File: src/rtl/axi_st_patgen.sv
// AXI-Stream pattern generator.
// Emits counted or continuous bursts of test patterns (lane index, walking
// one, LFSR, alternating 5/A). One enable level yields exactly one burst.
// Handshake: a beat transfers only when tvalid and tready are both high in
// the same cycle. Once tvalid is raised it stays high, with tdata/tlast
// frozen, until that beat is accepted.
module axi_st_patgen #(
   parameter int DWIDTH = 64
) (
   input  logic              clk,
   input  logic              rst_n,
   input  logic              csr_patgen_en,
   input  logic [1:0]        csr_patgen_sel,
   input  logic [8:0]        csr_patgen_cnt,
   input  logic              csr_cntuspatt_en,
   input  logic              tready,
   output logic              tvalid,
   output logic [DWIDTH-1:0] tdata,
   output logic              tlast,
   output logic              patgen_busy,
   output logic              patgen_done
);

   localparam int          LANES     = DWIDTH / 32;
   localparam logic [31:0] LFSR_SEED = 32'hFFFF_FFFF;

   typedef enum logic [1:0] {
      IDLE     = 2'd0,
      RUN      = 2'd1,
      WAIT_LOW = 2'd2
   } state_t;

   // Current FSM state; kept as a named signal so checkers can bind to it.
   state_t      state;

   // Burst settings captured on entry to RUN.
   logic [1:0]  sel_q;
   logic [8:0]  cnt_q;
   logic        cont_q;

   logic [15:0] beat_idx;
   logic [31:0] lfsr;

   logic        accept;
   logic [15:0] idx_nxt;
   logic [31:0] lfsr_nxt;
   logic [15:0] last_idx;

   // Builds the beat payload for a given index and LFSR value.
   function automatic logic [DWIDTH-1:0] pattern(input logic [1:0]  sel,
                                                 input logic [15:0] idx,
                                                 input logic [31:0] lfsr_val);
      logic [DWIDTH-1:0] pat;
      logic [31:0]       bit_pos;
      pat     = '0;
      bit_pos = {16'h0, idx} % 32'(DWIDTH);
      case (sel)
         2'b00:   pat = {LANES{16'h0, idx}};
         2'b01:   pat = {{(DWIDTH-1){1'b0}}, 1'b1} << bit_pos;
         2'b10:   pat = {LANES{lfsr_val}};
         default: pat = {LANES{idx[0] ? 32'hAAAA_AAAA : 32'h5555_5555}};
      endcase
      return pat;
   endfunction

   assign accept   = tvalid & tready;
   assign idx_nxt  = beat_idx + 16'd1;
   // Fibonacci LFSR, taps x^32 + x^22 + x^2 + x + 1.
   assign lfsr_nxt = {lfsr[30:0], lfsr[31] ^ lfsr[21] ^ lfsr[1] ^ lfsr[0]};
   // Counted mode never starts with cnt=0, so this subtraction cannot wrap there.
   assign last_idx = {7'd0, cnt_q} - 16'd1;

   // FSM with all stream outputs registered (no input-to-output combinational path).
   always_ff @(posedge clk or negedge rst_n) begin
      if (!rst_n) begin
         state       <= IDLE;
         sel_q       <= 2'b00;
         cnt_q       <= 9'd0;
         cont_q      <= 1'b0;
         beat_idx    <= 16'd0;
         lfsr        <= LFSR_SEED;
         tvalid      <= 1'b0;
         tdata       <= '0;
         tlast       <= 1'b0;
         patgen_busy <= 1'b0;
         patgen_done <= 1'b0;
      end else begin
         patgen_done <= 1'b0;
         case (state)
            IDLE: begin
               if (csr_patgen_en) begin
                  if (csr_cntuspatt_en || (csr_patgen_cnt != 9'd0)) begin
                     state       <= RUN;
                     patgen_busy <= 1'b1;
                     sel_q       <= csr_patgen_sel;
                     cnt_q       <= csr_patgen_cnt;
                     cont_q      <= csr_cntuspatt_en;
                     beat_idx    <= 16'd0;
                     lfsr        <= LFSR_SEED;
                  end else begin
                     // Zero-length counted burst: report completion, send nothing.
                     state       <= WAIT_LOW;
                     patgen_done <= 1'b1;
                  end
               end
            end

            RUN: begin
               if (!tvalid) begin
                  // First RUN cycle: present beat 0 one cycle after entry.
                  tvalid <= 1'b1;
                  tdata  <= pattern(sel_q, beat_idx, lfsr);
                  tlast  <= !cont_q && (cnt_q == 9'd1);
               end else if (accept) begin
                  beat_idx <= idx_nxt;
                  lfsr     <= lfsr_nxt;
                  if (tlast || !csr_patgen_en) begin
                     tvalid      <= 1'b0;
                     tlast       <= 1'b0;
                     patgen_busy <= 1'b0;
                     patgen_done <= 1'b1;
                     state       <= WAIT_LOW;
                  end else begin
                     tdata <= pattern(sel_q, idx_nxt, lfsr_nxt);
                     tlast <= !cont_q && (idx_nxt == last_idx);
                  end
               end
            end

            WAIT_LOW: begin
               if (!csr_patgen_en) begin
                  state <= IDLE;
               end
            end

            default: state <= IDLE;
         endcase
      end
   end

endmodule

File: config.mk
export PLATFORM = sky130hd
export DESIGN_NAME = axi_st_patgen
export DESIGN_NICKNAME = d
export VERILOG_FILES = /design/src/rtl/axi_st_patgen.sv
export SDC_FILE = /design/constraint.sdc
export NUM_CORES = 1
export LEC_CHECK = 0
export CAP_MARGIN = 20
export CORE_MARGIN = 4
export CORE_UTILIZATION = 65
export DETAILED_ROUTE_END_ITERATION = 8
export DONT_BUFFER_PORTS = 1
export PLACE_DENSITY = 0.81
export SLEW_MARGIN = 20
export SYNTH_ARGS = -nofsm -noshare
export SYNTH_HDL_FRONTEND = slang
export SYNTH_SLANG_ARGS = --single-unit
File: constraint.sdc
create_clock -name clk -period 2.7 [get_ports clk]
set_input_delay 0.81 -clock clk [delete_from_list [all_inputs] [get_ports clk]]
set_output_delay 0.81 -clock clk [all_outputs]
set_load 0.01 [all_outputs]
======== Word level (Yosys, flattened, before mapping) ========
Cells that the tools add are included.
word-level totals
  bits in writable memories ............... 0
  memories kept ........................... 0
  bits of input ports ..................... 16
  output and inout bits ................... 68
  register bits after elaboration ......... 130
  memory bits (read-only) ................. 0
  word-level logic and storage cells ...... 91
  latch bits .............................. 0
cells by class
  shifts and indexed selects .............. 2
  equality and inequality tests ........... 14
  add/subtract/negate cells ............... 2
  reductions and logical operators ........ 16
  div/mod/pow operators ................... 0
  bitwise operators ....................... 4
  multiply operators ...................... 0
  multiplexer cells ....................... 42
  order comparisons ....................... 0
operators with widths
  kind                                                count
  one-hot mux 64 bit (3 select lines)                 2
  two-way mux 32 bit                                  6
  two-way mux 64 bit                                  3
  << shifter 1 x 6 -> 64 bit (first input constant)   2
  two-way mux 16 bit                                  4
  one-hot mux 32 bit (2 select lines)                 1
  one-hot mux 16 bit (2 select lines)                 1
  adder 16 x 1 -> 16 bit (second input constant)      1
  == test 16 bit                                      1
  two-way mux 1 bit                                   16
  inequality test 2 bit (second input constant)       7
  two-way mux 2 bit                                   6
  AND reduction 5 bit                                 2
  subtractor 9 x 1 -> 10 bit (second input constant)  1
  == test 9 x 1 -> 1 bit (second input constant)      1
  nonzero test 9 bit                                  1
  one-hot mux 2 bit (3 select lines)                  1
  AND reduction 3 bit                                 2
  AND reduction 6 bit                                 1
  == test 2 x 1 -> 1 bit (second input constant)      2
  == test 2 bit (second input constant)               2
  logical NOT 2 bit                                   2
  one-hot mux 1 bit (2 select lines)                  2
  bitwise XOR 1 bit                                   3
  other kinds (7)                                     10

======== Logic depth before layout (Yosys ltp) ========
Gate-level depths: netlist (run 1).
  depth in word-level cells ............... 7
  gate-level depth with buffers ........... 11

======== Worst setup path after synthesis (run 1) ========
OpenSTA, ideal clock, no wires.
  path kind ............................... register -> register
  start point ............................. register beat_idx[2]
  end point ............................... register tdata[57]
  data required time ...................... 2,617 ps
  path slack .............................. 300 ps
  clock period less this slack ............ 2,400 ps
  arrival ................................. 2,318 ps
  stages on the path, launching flop included .. 11
  cells stage by stage .................... dfrtp_1 > buf_4 > clkbuf_1 > inv_1 > ha_1 > clkbuf_1 > inv_1 > nor3_1 > a41o_1 > a21oi_1 > o21ai_0
between the ends
  word-level cells in the longest chain between the ends .. 6
  elaborated cells on any way between the ends .. 8
  those cells by class .................... add/sub (1); shift (2); mux (5)
RTL lines
  what                                 RTL line  RTL
  start, declared                      41        logic [15:0] beat_idx;
  start signal, assigned               115       beat_idx <= idx_nxt;
  adder 16 x 1 -> 16 bit               67        assign idx_nxt = beat_idx + 16'd1;
  << shifter 1 x 6 -> 64 bit           59        2'b01: pat = {{(DWIDTH-1){1'b0}}, 1'b1} << bit_pos;
  one-hot mux 64 bit (3 select lines)  57        case (sel)
  two-way mux 64 bit                   117       if (tlast || !csr_patgen_en) begin
  two-way mux 64 bit                   114       end else if (accept) begin
  two-way mux 64 bit *                 109       if (!tvalid) begin
  end signal, assigned                 112       tdata <= pattern(sel_q, beat_idx, lfsr);
  end signal, assigned                 124       tdata <= pattern(sel_q, idx_nxt, lfsr_nxt);
  end, declared                        18        output logic [DWIDTH-1:0] tdata,
Every way passes the cells marked *; elsewhere a longest branch is shown, timed or not. The select of a mux whose other input is x is not followed.
A chain may end at the register's enable or synchronous reset.

======== Worst setup path after layout (run 1) ========
  start point ............................. register beat_idx[1]
  end point ............................... register tdata[55]
Same word-level chain as after synthesis.

==> impl_table.tex, run 1 <==
\begin{tabular}{lr}
\hline
Metric & Value \\
\hline
\multicolumn{2}{l}{\textbf{Setup path}} \\
Minimum setup slack among reg-to-reg paths & 0.18 ns \\
Data required time at the worst endpoint & 3.03 ns \\
Reg-to-reg endpoint & tdata[55] \\
Kind of capture point of the worst setup path & register \\
Critical-path top delay cell & sky130\_fd\_sc\_hd\_\_xnor2\_1 \\
Number of cells traversed by the worst register-to-register path & 7 \\
Critical path startpoint & beat\_idx[1] \\
Cell Chain, Critical Path & ha\_1, nand3\_4, xnor2\_1, nand3\_1, nor2\_1, a221oi\_1, o31ai\_1 \\
Type of the worst setup path & register to register \\
Max stage delay on crit path & 0.50 ns \\
Arrival time at the worst endpoint & 2.85 ns \\
Largest fanout on the critical path & 9 \\
Worst R2R Start & beat\_idx[1] \\
Element type at the critical path start & register \\
\multicolumn{2}{l}{\textbf{Logic synthesis}} \\
Distinct cell type count of the synthesized netlist & 73 \\
Synthesis-stage register bit count & 130 \\
Mean area per synthesized cell & 8.38 um\^{}2 \\
Async set-or-reset flop fraction in the synthesized netlist & 100\% \\
Most instantiated library cell after synthesis & sky130\_fd\_sc\_hd\_\_nand2\_1 \\
Proportion of netlist area held by the largest area contributor & 30.7\% \\
Sequential area share after synthesis & 41.2\% \\
Syn\_nets & 979 \\
Cell types occupying the most area after synthesis & sky130\_fd\_sc\_hd\_\_dfrtp\_1 (31\%), sky130\_fd\_sc\_hd\_\_dfstp\_2 (11\%), sky130\_fd\_sc\_hd\_\_nand2\_1 (7.4\%) \\
Cell count after synthesis & 954 \\
Number of synthesized flops with an enable pin & 0 \\
Post-synthesis instance area & 0.00800 mm\^{}2 \\
Commonest cells in the synthesized netlist & sky130\_fd\_sc\_hd\_\_nand2\_1 (158), sky130\_fd\_sc\_hd\_\_a21oi\_1 (113), sky130\_fd\_sc\_hd\_\_dfrtp\_1 (98), sky130\_fd\_sc\_hd\_\_o21ai\_0 (98), sky130\_fd\_sc\_hd\_\_nor2\_1 (54) \\
Cell type with the highest aggregate area in the netlist & sky130\_fd\_sc\_hd\_\_dfrtp\_1 \\
Main synth FF type & sky130\_fd\_sc\_hd\_\_dfrtp\_1 \\
Number of warnings printed during yosys synthesis & 0 \\
\multicolumn{2}{l}{\textbf{Clock tree}} \\
Clock buffers created by TritonCTS & 17 \\
Postcts setup bufs & 0 \\
Worst skew pair latency & 0.43 ns \\
Max H-tree Level & 4 \\
Clock root cell & sky130\_fd\_sc\_hd\_\_clkbuf\_16 \\
CTS tree & built \\
Clock transition at the register clock pins on the worst setup and hold paths after CTS & 0.06 ns \\
Number of buffers inserted by hold repair at cts & 0 \\
Post-CTS sizing & 0 \\
Buffers from clock root to sink, at most & 2 \\
Clock Sinks & 130 \\
\multicolumn{2}{l}{\textbf{Job}} \\
Max-capacitance violation count & 0 \\
\multicolumn{2}{l}{\textbf{Floorplan}} \\
Horiz. Die Dim & 119 um \\
Area of the core & 0.0120 mm\^{}2 \\
Boundary Pins & 84 \\
Initial core utilization & 66.6\% \\
Vertical die dimension & 119 um \\
Total die area & 0.0141 mm\^{}2 \\
Number of standard-cell rows in the floorplan & 40 \\
\multicolumn{2}{l}{\textbf{Timing}} \\
RSZ-0062 raised after global routing & no \\
Highest clock frequency the design can meet & 397 MHz \\
Final worst path period need & 2.52 ns \\
Final hold slack & 0.0697 ns \\
Final number of setup-violating endpoints & 0 \\
Final worst-path cycle share & 93.3\% \\
Tightest slew margin relative to the limit & 38.5\% \\
Final Max Tran Viols & 0 \\
Setup TNS & 0 ns \\
Actual slew at the worst max-slew pin & 0.919 ns \\
Fin Clk Skew & 0.00972 ns \\
Final hold violations & 0 \\
\multicolumn{2}{l}{\textbf{Power}} \\
Combinational cell fraction of total power & 49.4\% \\
Clock group share of total power & 21.3\% \\
Power density cells & 1300 mW/mm\^{}2 \\
Sum of internal, switching and leakage power & 0.0116 W \\
Switching pwr & 0.00558 W \\
Cell leakage power & 3.49 nW \\
Part of the total power dissipated in sequential elements & 29.2\% \\
Peak supply drop & 0.000979 V \\
Cell-internal power & 0.00597 W \\
Sw frac & 48.3\% \\
\multicolumn{2}{l}{\textbf{Routing}} \\
DRC Markers & 0 \\
Number of nets with antenna violations after detailed routing & 0 \\
Initial DRC count & 1330 \\
DR pass1 iterations & 6 \\
Wire length per cell after detailed routing & 25.9 um \\
Final wirelength & 28600 um \\
Number of vias after detailed routing & 8161 \\
Vias per cell & 7.38 \\
\multicolumn{2}{l}{\textbf{Final layout}} \\
Area of all placed cells without fillers & 0.00888 mm\^{}2 \\
Share of final-layout standard cells stronger than drive strength 1 & 14.4\% \\
Number of nets in the final layout & 971 \\
Number of filler cells placed in the layout & 846 \\
Diode insertion count for antenna repair & 0 \\
Layout-stage area growth over the synthesis result & 11.1\% \\
\multicolumn{2}{l}{\textbf{Global route}} \\
Total GRT Usage & 40.5\% \\
GRT overflow & 0 \\
Antenna violations before repair & 0 \\
First-pass GRT wire length & 44300 um \\
Largest net degree at the start of global routing & 131 \\
Vias in the first global route & 7549 \\
\multicolumn{2}{l}{\textbf{Worst hold path}} \\
Kind of path behind the tightest hold check & primary input to asynchronous set/reset pin \\
\multicolumn{2}{l}{\textbf{Placement}} \\
Post-DP HPWL & 20300 um \\
Area after DPL & 0.00823 mm\^{}2 \\
Routability Congestion & 1.00 \\
Number of port buffers & 0 \\
\multicolumn{2}{l}{\textbf{Status}} \\
Result of the run & finished clean \\
\hline
\end{tabular}
## cell usage in the layout, fill, tap and decap left out, drive strengths merged, types with 3 or more instances in the layout
| cell type | netlist | layout |
|---|---|---|
| a21o | 7 | 7 |
| a21boi | 6 | 6 |
| or3 | 4 | 4 |
| and2 | 6 | 6 |
| a211oi | 4 | 4 |
| or4 | 3 | 3 |
| clkinv | 3 | 6 |
| clkbuf | 46 | 23 |
| o22a | 31 | 31 |
| o211ai | 5 | 5 |
| nand2b | 7 | 7 |
| o21ai | 101 | 101 |
| xor2 | 4 | 4 |
| or2 | 3 | 3 |
| o22ai | 7 | 7 |
| buf | 27 | 46 |
| nor3 | 25 | 25 |
| o221ai | 18 | 18 |
| ha | 9 | 9 |
| dfstp | 32 | 32 |
| inv | 10 | 16 |
| nand4 | 11 | 11 |
| xnor2 | 20 | 20 |
| and3 | 4 | 4 |
| a21oi | 113 | 113 |
| a221oi | 25 | 25 |
| nor4 | 8 | 8 |
| a31oi | 8 | 8 |
| nand2 | 158 | 158 |
| nand3 | 23 | 23 |
| a221o | 4 | 4 |
| dfrtp | 98 | 98 |
| o31ai | 27 | 27 |
| o21a | 4 | 4 |
| nor2b | 19 | 19 |
| nor2 | 54 | 54 |
## metal layers
layer / wire length [um] / part of all wire (%) / track usage (%) / vias up
met5: 0 / 0 / 0 / -
met4: 1230 / 4.3 / 16.9 / 0
met3: 3830 / 13 / 10.5 / 110
met2: 12200 / 43 / 59.4 / 702
met1: 11300 / 40 / 57.2 / 3854
li1: - / - / - / 3495
## worst max-delay path by stage
stage	end	slack [ns]	cells past startpoint
floorplan	tdata[57]	0.30	10
global placement	sel_q[1]	0.27	6
detailed placement	beat_idx[8]	0.23	6
CTS	sel_q[1]	0.29	6
global route	tdata[14]	0.03	7
finish	tdata[55]	0.18	7
## sequential cells by signal, indices dropped and copies added (netlist names), 2 cells and up
signal    count
beat_idx     16
tdata        64
lfsr         32
sel_q         2
state         2
cnt_q         9
## per-stage QoR
step | utilization (%) | setup WS, ns | cells
floorplan | - | 0.300 | 954
global placement | 68.5 | 0.268 | 1073
detailed placement | 68.5 | 0.231 | 1073
CTS | 73.9 | 0.287 | 1105
global route | 74.0 | 0.0340 | 1106
finish | 74.0 | 0.181 | 1106
## power by group through the flow
stage,registers [W],logic [W],clock network [W]
5_1_grt,0.00344,0.00608,0.00256
3_3_place_gp,0.00335,0.00523,0
4_1_cts,0.00336,0.00545,0.00246
6_report,0.00337,0.00571,0.00247
2_1_floorplan,0.00315,0.00389,0
3_5_place_dp,0.00339,0.00539,0
## worst max-delay path, delay by kind of cell (launching register included)
family	cells	cell delay (ns)
AOI/OAI and AO/OA	2	0.39
xor gates and xnor gates	1	0.50
adders and majority gates	1	0.40
DFF	1	0.39
and+or+nand+nor	3	0.74
## cells by family after synthesis
group                      Yosys count  synth area share [%]
AOI/OAI and AO/OA                  372                  29.8
buffers and inverters               86                  4.46
DFF                                130                  41.2
adders and majority gates            9                  1.41
muxes                                2                 0.266
xor gates and xnor gates            25                  3.24
and+or+nand+nor                    330                  19.6
## cell type report
type | instances | area (um^2) | area share, %
inverter | 13 | 48.8 | 0.549
clock buffer | 23 | 576 | 6.48
sequential | 130 | 3290 | 37.1
clock inverter | 9 | 70.1 | 0.789
multi-input combinational | 738 | 4350 | 49.0
timing repair buffer | 46 | 358 | 4.03
tap | 147 | 184 | 2.07
No activity file was read; power rests on OpenSTA's default activity.
==> run 2, diff against run 1 <==
==> constraint.sdc (replaced) <==
create_clock -name clk -period 2.7 [get_ports clk]
set_input_delay 0.81 -clock clk [delete_from_list [all_inputs] [get_ports clk]]
set_output_delay 0.81 -clock clk [all_outputs]
set_load 0.005 [all_outputs]
==> impl_table.tex, run 2 (synthesis results as in run 1) <==
\begin{tabular}{lr}
\hline
Metric & Value \\
\hline
\multicolumn{2}{l}{\textbf{Status}} \\
Result of the run & finished clean \\
\multicolumn{2}{l}{\textbf{Setup path}} \\
Data required time at the worst endpoint & 2.98 ns (-0.05 ns) \\
Type of the worst setup path & register to register \\
Element type at the critical path start & register \\
Largest fanout on the critical path & 15 (+6) \\
Arrival time at the worst endpoint & 2.84 ns (about the same) \\
Kind of capture point of the worst setup path & register \\
\multicolumn{2}{l}{\textbf{Floorplan}} \\
Horiz. Die Dim & 119 um (unchanged) \\
Boundary Pins & 84 (unchanged) \\
Number of standard-cell rows in the floorplan & 40 (unchanged) \\
Vertical die dimension & 119 um (unchanged) \\
Total die area & 0.0141 mm\^{}2 (unchanged) \\
Area of the core & 0.0120 mm\^{}2 (unchanged) \\
Initial core utilization & 66.6\% (unchanged) \\
\multicolumn{2}{l}{\textbf{Routing}} \\
Final wirelength & 28000 um (-2.2\%) \\
Wire length per cell after detailed routing & 25.2 um (-2.6\%) \\
Number of vias after detailed routing & 8043 (-1.4\%) \\
Number of nets with antenna violations after detailed routing & 0 (unchanged) \\
DR pass1 iterations & 6 (unchanged) \\
Initial DRC count & 1400 (+5.3\%) \\
DRC Markers & 0 (unchanged) \\
Vias per cell & 7.25 (-1.8\%) \\
\multicolumn{2}{l}{\textbf{Timing}} \\
Fin Clk Skew & 0.00752 ns (-0.00219 ns) \\
RSZ-0062 raised after global routing & no \\
Final Max Tran Viols & 0 (unchanged) \\
Final worst-path cycle share & 94.6\% (+1.3 points) \\
Actual slew at the worst max-slew pin & 0.860 ns (-0.0592 ns) \\
Highest clock frequency the design can meet & 391 MHz (-1.4\%) \\
Final hold slack & 0.0763 ns (+0.00665 ns) \\
Setup TNS & 0 ns (unchanged) \\
Final worst path period need & 2.55 ns (+0.0353 ns) \\
Final hold violations & 0 (unchanged) \\
Final number of setup-violating endpoints & 0 (unchanged) \\
Tightest slew margin relative to the limit & 42.5\% (+4.0 points) \\
\multicolumn{2}{l}{\textbf{Final layout}} \\
Number of nets in the final layout & 975 (+0.41\%) \\
Leading cell types in the layout, fill and taps excluded & sky130\_fd\_sc\_hd\_\_nand2\_1 (158), sky130\_fd\_sc\_hd\_\_a21oi\_1 (113), sky130\_fd\_sc\_hd\_\_o21ai\_0 (97), sky130\_fd\_sc\_hd\_\_dfrtp\_1 (97), sky130\_fd\_sc\_hd\_\_nor2\_1 (54) \\
Most common library cell in the layout ignoring fill and taps & sky130\_fd\_sc\_hd\_\_nand2\_1 \\
Largest registers & tdata: 64 flops, lfsr: 32 flops, beat\_idx: 16 flops \\
Most flops, register & tdata \\
Diode insertion count for antenna repair & 0 (unchanged) \\
Share of final-layout standard cells stronger than drive strength 1 & 15.0\% (+0.56 points) \\
Layout-stage area growth over the synthesis result & 10.7\% \\
Number of flip-flops in the largest register & 64 (unchanged) \\
Finished Core Util & 73.7\% (-0.27 points) \\
Area of all placed cells without fillers & 0.00885 mm\^{}2 (-0.37\%) \\
\multicolumn{2}{l}{\textbf{Clock tree}} \\
CTS tree & built \\
Max H-tree Level & 4 (unchanged) \\
Postcts setup bufs & 0 (unchanged) \\
Clock buffers created by TritonCTS & 17 (unchanged) \\
Clock Sinks & 130 (unchanged) \\
Number of buffers inserted by hold repair at cts & 0 (unchanged) \\
Clock transition at the register clock pins on the worst setup and hold paths after CTS & 0.06 ns (about the same) \\
Clock root cell & sky130\_fd\_sc\_hd\_\_clkbuf\_16 \\
Buffers from clock root to sink, at most & 2 (unchanged) \\
Worst skew pair latency & 0.43 ns (about the same) \\
\multicolumn{2}{l}{\textbf{Power}} \\
Sum of internal, switching and leakage power & 0.0112 W (-3.1\%) \\
Cell leakage power & 3.48 nW (-0.37\%) \\
Peak supply drop & 0.00117 V (+19\%) \\
Power density cells & 1260 mW/mm\^{}2 (-2.8\%) \\
\multicolumn{2}{l}{\textbf{Global route}} \\
GRT overflow & 0 (unchanged) \\
Vias in the first global route & 7730 (+2.4\%) \\
Total GRT Usage & 39.9\% (-0.53 points) \\
Antenna violations before repair & 0 (unchanged) \\
Largest net degree at the start of global routing & 131 (unchanged) \\
First-pass GRT wire length & 44000 um (-0.68\%) \\
\multicolumn{2}{l}{\textbf{Placement}} \\
Area after DPL & 0.00827 mm\^{}2 (+0.46\%) \\
Routability Congestion & 1.03 (+2.8\%) \\
Number of port buffers & 0 (unchanged) \\
Post-DP HPWL & 20300 um (+0.25\%) \\
\multicolumn{2}{l}{\textbf{Worst hold path}} \\
Kind of path behind the tightest hold check & primary input to asynchronous set/reset pin \\
\multicolumn{2}{l}{\textbf{Job}} \\
Max-capacitance violation count & 0 (unchanged) \\
\hline
\end{tabular}
==> run 2: power by group <==
| part | switching, W | total (W) | internal (W) |
|---|---|---|---|
| logic | 0.00391 | 0.00580 | 0.00189 |
| clock network | 0.000915 | 0.00221 | 0.00129 |
| registers | 0.000596 | 0.00318 | 0.00259 |
| total | 0.00542 | 0.0112 | 0.00577 |
==> run 2: path summary, 6_finish.rpt <==
path / start / endpoint / slack, ns / cells after the start
worst max-delay path: beat_idx[0] / tdata[56] / 0.15 / 6
worst min-delay path: rst_n / tdata[58] / 0.08 / 0
worst max register to register: beat_idx[0] / tdata[56] / 0.15 / 6
worst min register to register: tdata[28] / tdata[28] / 0.51 / 2
max in group asynchronous: rst_n / lfsr[9] / 2.38 / 0
min in group clk: csr_patgen_cnt[8] / cnt_q[8] / 0.49 / 2
==> run 2: stage by stage <==
| stage | worst slack [ns] | std cells |
|---|---|---|
| 2_1_floorplan | 0.300 | 954 |
| 3_3_place_gp | 0.202 | 1078 |
| 3_5_place_dp | 0.170 | 1078 |
| 4_1_cts | 0.157 | 1110 |
| 5_1_grt | 0.0920 | 1110 |
| 6_report | 0.145 | 1110 |
==> run 2: what timing repair did <==
item,in CTS,in global routing
hold endpoints to repair,0,0
resized for setup,0,3
endpoints found under the setup margin,0,6
==> run 2: critical path, stage by stage (launching register included) <==
cell                      delay, ns
sky130_fd_sc_hd__dfrtp_2       0.46
sky130_fd_sc_hd__buf_4         0.23
sky130_fd_sc_hd__and2_1        0.33
sky130_fd_sc_hd__a21oi_1       0.76
sky130_fd_sc_hd__nand2_1       0.30
sky130_fd_sc_hd__a21oi_1       0.23
sky130_fd_sc_hd__o31ai_1       0.09
==> run 2: per-layer routing <==
metal | up-vias | GRT usage, % | share of wire (%)
met5 | - | 0 | 0
met4 | 0 | 18.1 | 4.6
met3 | 122 | 12.9 | 14
met2 | 638 | 57.0 | 43
met1 | 3789 | 55.5 | 39
li1 | 3494 | - | -
==> run 2: final cells by class <==
type	count	area [um^2]
multi-input combinational	738	4360
sequential	130	3290
timing repair buffer	50	388
inverter	13	48.8
clock inverter	13	98.8
tap	147	184
clock buffer	19	475
fill	870	3160
==> run 3, diff against run 2 <==
--- a/config.mk
+++ b/config.mk
@@ -6,7 +6,6 @@
 export NUM_CORES = 1
 export LEC_CHECK = 0
 export CAP_MARGIN = 20
-export CORE_MARGIN = 4
 export CORE_UTILIZATION = 65
 export DETAILED_ROUTE_END_ITERATION = 8
 export DONT_BUFFER_PORTS = 1
==> impl_table.tex, run 3 (synthesis results as in run 1) <==
\begin{tabular}{lr}
\hline
Metric & Value \\
\hline
\multicolumn{2}{l}{\textbf{Power}} \\
Sum of internal, switching and leakage power & 0.0111 W (-0.55\%) \\
Sw frac & 48.4\% (about the same) \\
Combinational cell fraction of total power & 52.2\% (+0.4 points) \\
Cell leakage power & 3.53 nW (+1.6\%) \\
Switching pwr & 0.00539 W (-0.50\%) \\
Peak supply drop & 0.00128 V (+9.5\%) \\
Part of the total power dissipated in sequential elements & 28.9\% (+0.4 points) \\
Cell-internal power & 0.00574 W (-0.59\%) \\
Clock group share of total power & 18.9\% (-0.8 points) \\
Power density cells & 1250 mW/mm\^{}2 (-1.5\%) \\
\multicolumn{2}{l}{\textbf{Floorplan}} \\
Vertical die dimension & 113 um (-5.0\%) \\
Area of the core & 0.0120 mm\^{}2 (unchanged) \\
Number of standard-cell rows in the floorplan & 40 (unchanged) \\
Initial core utilization & 66.6\% (unchanged) \\
Horiz. Die Dim & 113 um (-5.0\%) \\
Boundary Pins & 84 (unchanged) \\
Total die area & 0.0127 mm\^{}2 (-9.8\%) \\
\multicolumn{2}{l}{\textbf{Timing}} \\
Tightest slew margin relative to the limit & 30.9\% (-12 points) \\
Final hold violations & 0 (unchanged) \\
Final number of setup-violating endpoints & 0 (unchanged) \\
Final Max Tran Viols & 0 (unchanged) \\
Highest clock frequency the design can meet & 385 MHz (-1.7\%) \\
Final worst-path cycle share & 96.3\% (+1.7 points) \\
Actual slew at the worst max-slew pin & 1.03 ns (+0.173 ns) \\
Setup TNS & 0 ns (unchanged) \\
RSZ-0062 raised after global routing & no \\
Final worst path period need & 2.60 ns (+0.0453 ns) \\
Fin Clk Skew & 0.00702 ns (-0.000507 ns) \\
\multicolumn{2}{l}{\textbf{Global route}} \\
Grt met1 use & 61.5\% (+5.9 points) \\
Vias in the first global route & 7578 (-2.0\%) \\
Total GRT Usage & 45.1\% (+5.1 points) \\
First-pass GRT wire length & 43100 um (-2.1\%) \\
Antenna violations before repair & 0 (unchanged) \\
Met2 track demand over resource & 65.0\% (+8.0 points) \\
Layer with the highest usage & met2 \\
Met3 Track Usage GR & 14.9\% (+2.0 points) \\
GRT overflow & 0 (unchanged) \\
Largest net degree at the start of global routing & 131 (unchanged) \\
\multicolumn{2}{l}{\textbf{Routing}} \\
DR pass1 iterations & 6 (unchanged) \\
Initial DRC count & 1187 (-15\%) \\
Number of vias after detailed routing & 8209 (+2.1\%) \\
Number of nets with antenna violations after detailed routing & 0 (unchanged) \\
Vias per cell & 7.29 (+0.61\%) \\
Wire length per cell after detailed routing & 24.9 um (-1.4\%) \\
DRC Markers & 0 (unchanged) \\
Final wirelength & 28000 um (about the same) \\
\multicolumn{2}{l}{\textbf{Final layout}} \\
Largest registers & tdata: 64 flops, lfsr: 32 flops, beat\_idx: 16 flops \\
Number of filler cells placed in the layout & 849 (-2.4\%) \\
Leading cell types in the layout, fill and taps excluded & sky130\_fd\_sc\_hd\_\_nand2\_1 (158), sky130\_fd\_sc\_hd\_\_a21oi\_1 (112), sky130\_fd\_sc\_hd\_\_o21ai\_0 (98), sky130\_fd\_sc\_hd\_\_dfrtp\_1 (98), sky130\_fd\_sc\_hd\_\_buf\_4 (65) \\
Number of flip-flops in the largest register & 64 (unchanged) \\
Layout-stage area growth over the synthesis result & 11.7\% \\
Diode insertion count for antenna repair & 0 (unchanged) \\
Share of final-layout standard cells stronger than drive strength 1 & 16.3\% (+1.4 points) \\
Most common library cell in the layout ignoring fill and taps & sky130\_fd\_sc\_hd\_\_nand2\_1 \\
Finished Core Util & 74.4\% (+0.68 points) \\
Number of nets in the final layout & 991 (+1.6\%) \\
Most flops, register & tdata \\
\multicolumn{2}{l}{\textbf{Setup path}} \\
Max stage delay on crit path & 0.49 ns (-0.27 ns) \\
Crit path max-delay family & simple AND/OR/NAND/NOR gates \\
Count of buffering cells on the critical path with inverters included & 0 (-1) \\
Reg-to-reg endpoint & tlast \\
Minimum setup slack among reg-to-reg paths & 0.1 ns (-0.05 ns) \\
Element type at the critical path start & register \\
Kind of capture point of the worst setup path & register \\
Type of the worst setup path & register to register \\
Critical-path top delay cell & sky130\_fd\_sc\_hd\_\_dfrtp\_1 \\
Arrival time at the worst endpoint & 2.95 ns (+0.11 ns) \\
Largest fanout on the critical path & 9 (-6) \\
Data required time at the worst endpoint & 3.05 ns (+0.07 ns) \\
Number of cells traversed by the worst register-to-register path & 7 (+1) \\
Cell Chain, Critical Path & ha\_1, nand3\_4, nor4\_1, xnor2\_1, and3\_1, o22ai\_1, o31ai\_2 \\
Worst R2R Start & beat\_idx[0] \\
\multicolumn{2}{l}{\textbf{Clock tree}} \\
Clock buffers created by TritonCTS & 17 (unchanged) \\
Buffers from clock root to sink, at most & 2 (unchanged) \\
Number of buffers inserted by hold repair at cts & 0 (unchanged) \\
Clock root cell & sky130\_fd\_sc\_hd\_\_clkbuf\_16 \\
Clock transition at the register clock pins on the worst setup and hold paths after CTS & 0.06 ns (about the same) \\
Post-CTS sizing & 0 (unchanged) \\
Max H-tree Level & 4 (unchanged) \\
Postcts setup bufs & 0 (unchanged) \\
Clock Sinks & 130 (unchanged) \\
Worst skew pair latency & 0.43 ns (about the same) \\
CTS tree & built \\
\multicolumn{2}{l}{\textbf{Job}} \\
Max-capacitance violation count & 0 (unchanged) \\
\multicolumn{2}{l}{\textbf{Placement}} \\
Post-DP HPWL & 20100 um (-1.0\%) \\
Number of port buffers & 0 (unchanged) \\
Routability Congestion & 1.03 (-0.46\%) \\
\multicolumn{2}{l}{\textbf{Status}} \\
Result of the run & finished clean \\
\multicolumn{2}{l}{\textbf{Worst hold path}} \\
Kind of path behind the tightest hold check & primary input to asynchronous set/reset pin \\
\hline
\end{tabular}
run 3: how the worst max path moves through the flow:
| stage | from | end | cells after the start |
|---|---|---|---|
| final | beat_idx[0] | tlast | 7 |
| after CTS | beat_idx[0] | tlast | 9 |
| after floorplan | beat_idx[2] | tdata[57] | 10 |
| after global placement | beat_idx[0] | tdata[29] | 7 |
| after detailed placement | csr_patgen_cnt[5] | lfsr[26] | 5 |
| after global routing | beat_idx[0] | tdata[48] | 8 |
run 3: routing by layer:
| layer | vias to the layer above | wire length, um |
|---|---|---|
| li1 | 3527 | - |
| met1 | 3847 | 10800 |
| met2 | 721 | 12000 |
| met3 | 114 | 4100 |
| met4 | 0 | 1180 |
| met5 | - | 0 |
run 3: power groups by stage:
stage / Clock (W) / Combinational (W) / Sequential (W)
floorplan: 0 / 0.00389 / 0.00299
global placement: 0 / 0.00538 / 0.00319
detailed placement: 0 / 0.00552 / 0.00323
CTS: 0.00210 / 0.00556 / 0.00320
global route: 0.00218 / 0.00623 / 0.00328
finish: 0.00210 / 0.00581 / 0.00322
run 3: cell type report:
class | instances | area [um^2] | share of cell area (%)
multi-input cells | 738 | 4370 | 48.9
clock inverters | 15 | 108 | 1.20
well taps | 147 | 184 | 2.06
inverters | 13 | 48.8 | 0.546
repair buffers | 66 | 508 | 5.69
flip-flops and latches | 130 | 3290 | 36.9
clock buffers | 17 | 425 | 4.76
run 3: stage by stage:
| step | hold slack, ns | setup WS, ns | area [um^2] | instances |
|---|---|---|---|---|
| after floorplan | 0.456 | 0.300 | 8000 | 954 |
| after global placement | 0.489 | 0.232 | 8390 | 1094 |
| after detailed placement | 0.498 | 0.153 | 8390 | 1094 |
| after CTS | 0.0663 | 0.174 | 8920 | 1126 |
| after global routing | 0.0646 | 0.00384 | 8930 | 1126 |
| final | 0.0721 | 0.0999 | 8930 | 1126 |
